==> src/rtl/redirect_controller_pkg.sv <==
// redirect_controller_pkg: shared FSM state and redirect-source encodings
package redirect_controller_pkg;
  typedef enum logic [1:0] {
    RUN  = 2'd0,
    WAIT = 2'd1,
    HALT = 2'd2
  } state_t;
  typedef enum logic {
    BRANCH = 1'b0,
    RESUME = 1'b1
  } src_t;
endpackage

==> src/rtl/sat_counter.sv <==
// sat_counter: saturating up-counter (inc, async active-low clear rst_n) -> count
module sat_counter #(
  parameter int WIDTH = 32
) (
  input  logic             clk,
  input  logic             rst_n,
  input  logic             inc,
  output logic [WIDTH-1:0] count
);
  always_ff @(posedge clk or negedge rst_n)
    if (!rst_n) count <= '0;
    else if (inc && !(&count)) count <= count + 1'b1;
endmodule

==> src/rtl/redirect_controller.sv <==
// redirect_controller: EX redirect/halt capture, fetch handshake, front-end flush, halt/resume, taken counter (ports: ex_*, resume*, fetch_ready in; redirect_*, flush_*, halted, taken_count out)
module redirect_controller
  import redirect_controller_pkg::*;
#(
  parameter int ADDR_W = 32,
  parameter int CNT_W  = 32
) (
  input  logic              clk,
  input  logic              reset_n,
  input  logic              ex_valid,
  input  logic              ex_stall,
  input  logic              ex_jump_valid,
  input  logic [ADDR_W-1:0] ex_jump_addr,
  input  logic              ex_halt,
  input  logic              resume,
  input  logic [ADDR_W-1:0] resume_addr,
  input  logic              fetch_ready,
  output logic              redirect_valid,
  output logic [ADDR_W-1:0] redirect_addr,
  output logic              flush_front,
  output logic              flush_ex,
  output logic              halted,
  output logic [CNT_W-1:0]  taken_count
);
  state_t            state, state_next;
  src_t              src, src_next;
  logic [ADDR_W-1:0] addr_next;
  logic              fire;
  assign fire = ex_valid & ex_jump_valid & ~ex_stall;
  always_ff @(posedge clk or negedge reset_n)
    if (!reset_n) begin
      state          <= RUN;
      src            <= BRANCH;
      redirect_addr  <= '0;
      redirect_valid <= 1'b0;
      flush_front    <= 1'b0;
      flush_ex       <= 1'b0;
      halted         <= 1'b0;
    end else begin
      state          <= state_next;
      src            <= src_next;
      redirect_addr  <= addr_next;
      redirect_valid <= state_next == WAIT;
      flush_front    <= state_next != RUN;
      flush_ex       <= state_next == WAIT;
      halted         <= state_next == HALT;
    end
  always_comb begin
    state_next = state;
    src_next   = src;
    addr_next  = redirect_addr;
    case (state)
      RUN:
        if (fire && ex_halt) state_next = HALT;
        else if (fire) begin
          state_next = WAIT;
          src_next   = BRANCH;
          addr_next  = ex_jump_addr;
        end
      WAIT: state_next = fetch_ready ? RUN : WAIT;
      HALT:
        if (resume) begin
          state_next = WAIT;
          src_next   = RESUME;
          addr_next  = resume_addr;
        end
      default: state_next = RUN;
    endcase
  end
  sat_counter #(.WIDTH(CNT_W)) u_taken (
    .clk  (clk),
    .rst_n(reset_n),
    .inc  (redirect_valid & fetch_ready & (src == BRANCH)),
    .count(taken_count)
  );
endmodule

==> config.mk <==
export PLATFORM = sky130hd
export DESIGN_NAME = redirect_controller
export DESIGN_NICKNAME = d
export VERILOG_FILES = /design/src/rtl/redirect_controller_pkg.sv /design/src/rtl/sat_counter.sv /design/src/rtl/redirect_controller.sv
export SDC_FILE = /design/constraint.sdc
export NUM_CORES = 1
export LEC_CHECK = 0
export BUFFER_PORTS_ARGS = -buffer_cell sky130_fd_sc_hd__buf_2
export CORE_ASPECT_RATIO = 1.5
export CORE_MARGIN = 4
export CORE_UTILIZATION = 40
export CTS_CLUSTER_SIZE = 24
export DETAILED_ROUTE_END_ITERATION = 8
export PLACE_DENSITY_LB_ADDON = 0.05
export SETUP_SLACK_MARGIN = 0.4
export SLEW_MARGIN = 25
export SYNTH_ARGS = -nofsm -noshare
export SYNTH_HDL_FRONTEND = slang
export SYNTH_SLANG_ARGS = --single-unit
==> constraint.sdc <==
create_clock -name clk -period 1.95 [get_ports clk]
set_clock_uncertainty 0.15 [all_clocks]
set_input_delay 0.39 -clock clk [delete_from_list [all_inputs] [get_ports clk]]
set_output_delay 0.39 -clock clk [all_outputs]
set_load 0.01 [all_outputs]
==> metrics.md <==
| Metric | Value |
|---|---|
| Routed vias/inst | 4.99 |
| Chip width | between 80 and 90 um |
| Area grow syn2layout | 84.7% |
| P_leak | between 3 and 4 nW |
| Total power | 0.00510 W |
| Routed vias | around 3200 |
| Layout cell share with drive strength beyond 1 | 0.668 |
| CP most frequent cell | buf_4 |
| Slew @ Worst Pin | about 380 ps |
| Worst Path Buf+Inv | 4 |
| Hold WC Path Type | primary input to register |
| Clock sinks | 70 |
| Synthesized area | ~3300 um^2 |
| Pwr/cell area | between 800 and 900 nW/um^2 |
| Crit path time final | 1980 ps |
| Post-Syn Instances | just over 300 |
| Final WL | between 10000 and 15000 um |
| Critical path arrival | between 2000 and 2500 ps |
| Final Wtd Congestion | just under 0.9 |
| Filler cells | 541 |
| Crit path cell chain | nand4_1, buf_4, nor4_4, buf_4, a2111oi_4, buf_4, buf_6, xor2_1 |
| Commonest non-fill, non-tap cell in the layout | buf_2 |
| Die height | between 100 and 150 um |
| Final Hold Fails | 0 |
| Req. time, crit path | roughly 2000 ps |
| CTS buffer count | 9 |
| Outcome | complete, but fails checks |
| Commonest non-fill, non-tap cells in the layout | buf_2 (120), buf_6 (64), dfrtp_1 (56), buf_4 (45), mux2i_1 (32) |
| Final Cycle Share | 1.01 |
| Clock Latency Late Sink | about 330 ps |
| Final ANT Viol Nets | 0 |
| Highest Clock Rate | 0.506 GHz |
| Final setup fails | 1 |
| Rows | 40 |
| Initial cell density of the core | 0.412 |
| Synth cell types | 40 |
| Critical path class | register to register |
| Pre-antenna DRT Iters | 4 |
| Max-Slew Margin vs Limit | 0.750 |
| Clk buf depth | 2 |
| Nature of the critical path endpoint | register |
| Crit-path max cell delay | just under 400 ps |
| Kind of cell adding the most delay to the critical path | buffers and inverters |
| Final net count | 613 |
| CP max-delay cell | dfrtp_1 |
| Reg clk slew, reported paths | approximately 50 ps |
| CTS tree | done |
| Max-cap violations | 0 |
| Max Slew Vio Count | 0 |
| Syn_area_per_cell | around 11 um^2 |
| Yosys warns | 0 |
| Peak supply drop | about 640 uV |
| Worst hold slack | approximately 170 ps |
| GRT Overall Usage | 0.219 |
| Sequential area share after synthesis | 0.531 |
| Post-synth net total | roughly 380 |
| Violated checks | negative setup slack |
| IO Count | between 100 and 150 |
| Vias in the first global route | around 3300 |
| Die ar. | ~9800 um^2 |
| N_diodes | 0 |
| CTS H-tree depth | 3 |
| GRT overflow | 0 |
| Global-route wire length before repair | 16300 um |
| PortBufs | 139 |
| Post-synthesis register bit count | 70 |
| Detailed Route Iter0 Violations | 107 |
| RSZ-0062 raised after global routing | yes |
| Dpl hpwl | around 6200 um |
| Critical-path maximum fanout | 5 |
| Largest net degree at the start of global routing | a little over 70 |
| Clock root cell | clkbuf_16 |
| Routed len/inst | 16.4 um |
| Worst Slack Setup Final | -25.3 ps |
| DRC | 0 |
| Initial antenna violation count | 0 |
| Startpoint Class | register |
| Core ar. | roughly 8000 um^2 |
registers in the layout (all words and copies together) (netlist names):
name	flops
flush_ex	1
flush_front	1
u_taken.count	32
redirect_addr	32
src	1
halted	1
state	2
logic make-up after synthesis:
group                      Yosys count  synth area share
muxes                               33             0.101
and+or+nand+nor                    111             0.190
buffers and inverters               16            0.0220
AOI/OAI and AO/OA                   44            0.0751
adders and majority gates            1           0.00379
DFF                                 70             0.531
xor gates and xnor gates            29            0.0770
cell usage after synthesis, drive strengths merged:
cell / number / area share
xor2: 3 / 0.0080
clkbuf: 9 / 0.010
inv: 1 / 0.0011
nand3: 12 / 0.020
nand2b: 1 / 0.0019
nor4bb: 1 / 0.0030
nand2: 47 / 0.053
mux2i: 32 / 0.097
mux2: 1 / 0.0034
nor3: 3 / 0.0046
a22o: 1 / 0.0027
a211oi: 1 / 0.0038
a21o: 1 / 0.0023
a2111oi: 1 / 0.0046
or4: 1 / 0.0023
a21oi: 5 / 0.0076
nand4bb: 1 / 0.0034
and3b: 1 / 0.0027
and2: 2 / 0.0038
and4: 5 / 0.014
o21ai: 34 / 0.052
nand4: 16 / 0.043
nor2b: 2 / 0.0038
o31a: 1 / 0.0027
nor4: 1 / 0.0064
nor2: 9 / 0.010
xnor2: 26 / 0.069
dfrtp: 70 / 0.53
buf: 6 / 0.011
ha: 1 / 0.0038
and3: 9 / 0.017
path summary, 6_finish.rpt:
| path | from | end | slack [ps] | cells after the start |
|---|---|---|---|---|
| max | u_taken.count[29]$_DFFE_PN0P_ | u_taken.count[23]$_DFFE_PN0P_ | -30 | 8 |
| min | resume | src$_DFFE_PN0P_ | 170 | 2 |
| max reg2reg | u_taken.count[29]$_DFFE_PN0P_ | u_taken.count[23]$_DFFE_PN0P_ | -30 | 8 |
| min reg2reg | redirect_addr[20]$_DFFE_PN0P_ | redirect_addr[20]$_DFFE_PN0P_ | 320 | 2 |
| max in group asynchronous | reset_n | u_taken.count[3]$_DFFE_PN0P_ | 880 | 3 |
| min in group asynchronous | reset_n | u_taken.count[23]$_DFFE_PN0P_ | 470 | 3 |
metal layers:
| metal | vias up | GRT usage | routed length (um) |
|---|---|---|---|
| met2 | 105 | 0.396 | 5950 |
| met1 | 1562 | 0.242 | 3870 |
| met3 | 23 | 0.0477 | 557 |
| met5 | - | 0 | 0 |
| met4 | 0 | 0.0780 | 287 |
| li1 | 1556 | - | - |
area by class of cell:
class	count	area (um^2)	share of cell area
clock buffer	13	280	0.0460
clock inverter	3	40.0	0.00657
inverter	1	3.75	0.000616
multi-input combinational	219	1970	0.324
sequential	70	1770	0.290
tap	105	131	0.0216
timing repair buffer	239	1890	0.311
repair_timing:
action                                  in CTS  in global routing
pin swaps                                   57                 39
endpoints found under the hold margin       70                  0
gates resized for setup                     85                 82
endpoints found under the setup margin      80                 97
setup buffers                               32                 14
gates cloned                                 7                  0
hold buffers                                 1                  0
worst reg2reg max path, stage by stage, from the launching register on:
cell	delay [ps]
dfrtp_1	390
nand4_1	160
buf_4	190
nor4_4	290
buf_4	180
a2111oi_4	70
buf_4	170
buf_6	110
xor2_1	150
power breakdown:
part           total, W  leakage (nW)  switching [W]  internal [W]
clock network   0.00172         0.162       0.000593       0.00112
logic           0.00140          1.96       0.000656      0.000746
registers       0.00198         0.900       0.000247       0.00174
through the flow:
step           TNS [ps]  utilization  cells  area, um^2  setup slack, ps
2_1_floorplan     -14.0            -    304        3480            -14.0
3_3_place_gp       -194        0.570    580        4570            -56.2
3_5_place_dp       -300        0.570    580        4570            -82.0
4_1_cts               0        0.704    636        5630             24.6
5_1_grt            -224        0.761    650        6090            -59.8
6_report          -25.3        0.761    650        6090            -25.3
No activity file was read; power rests on OpenSTA's default activity.
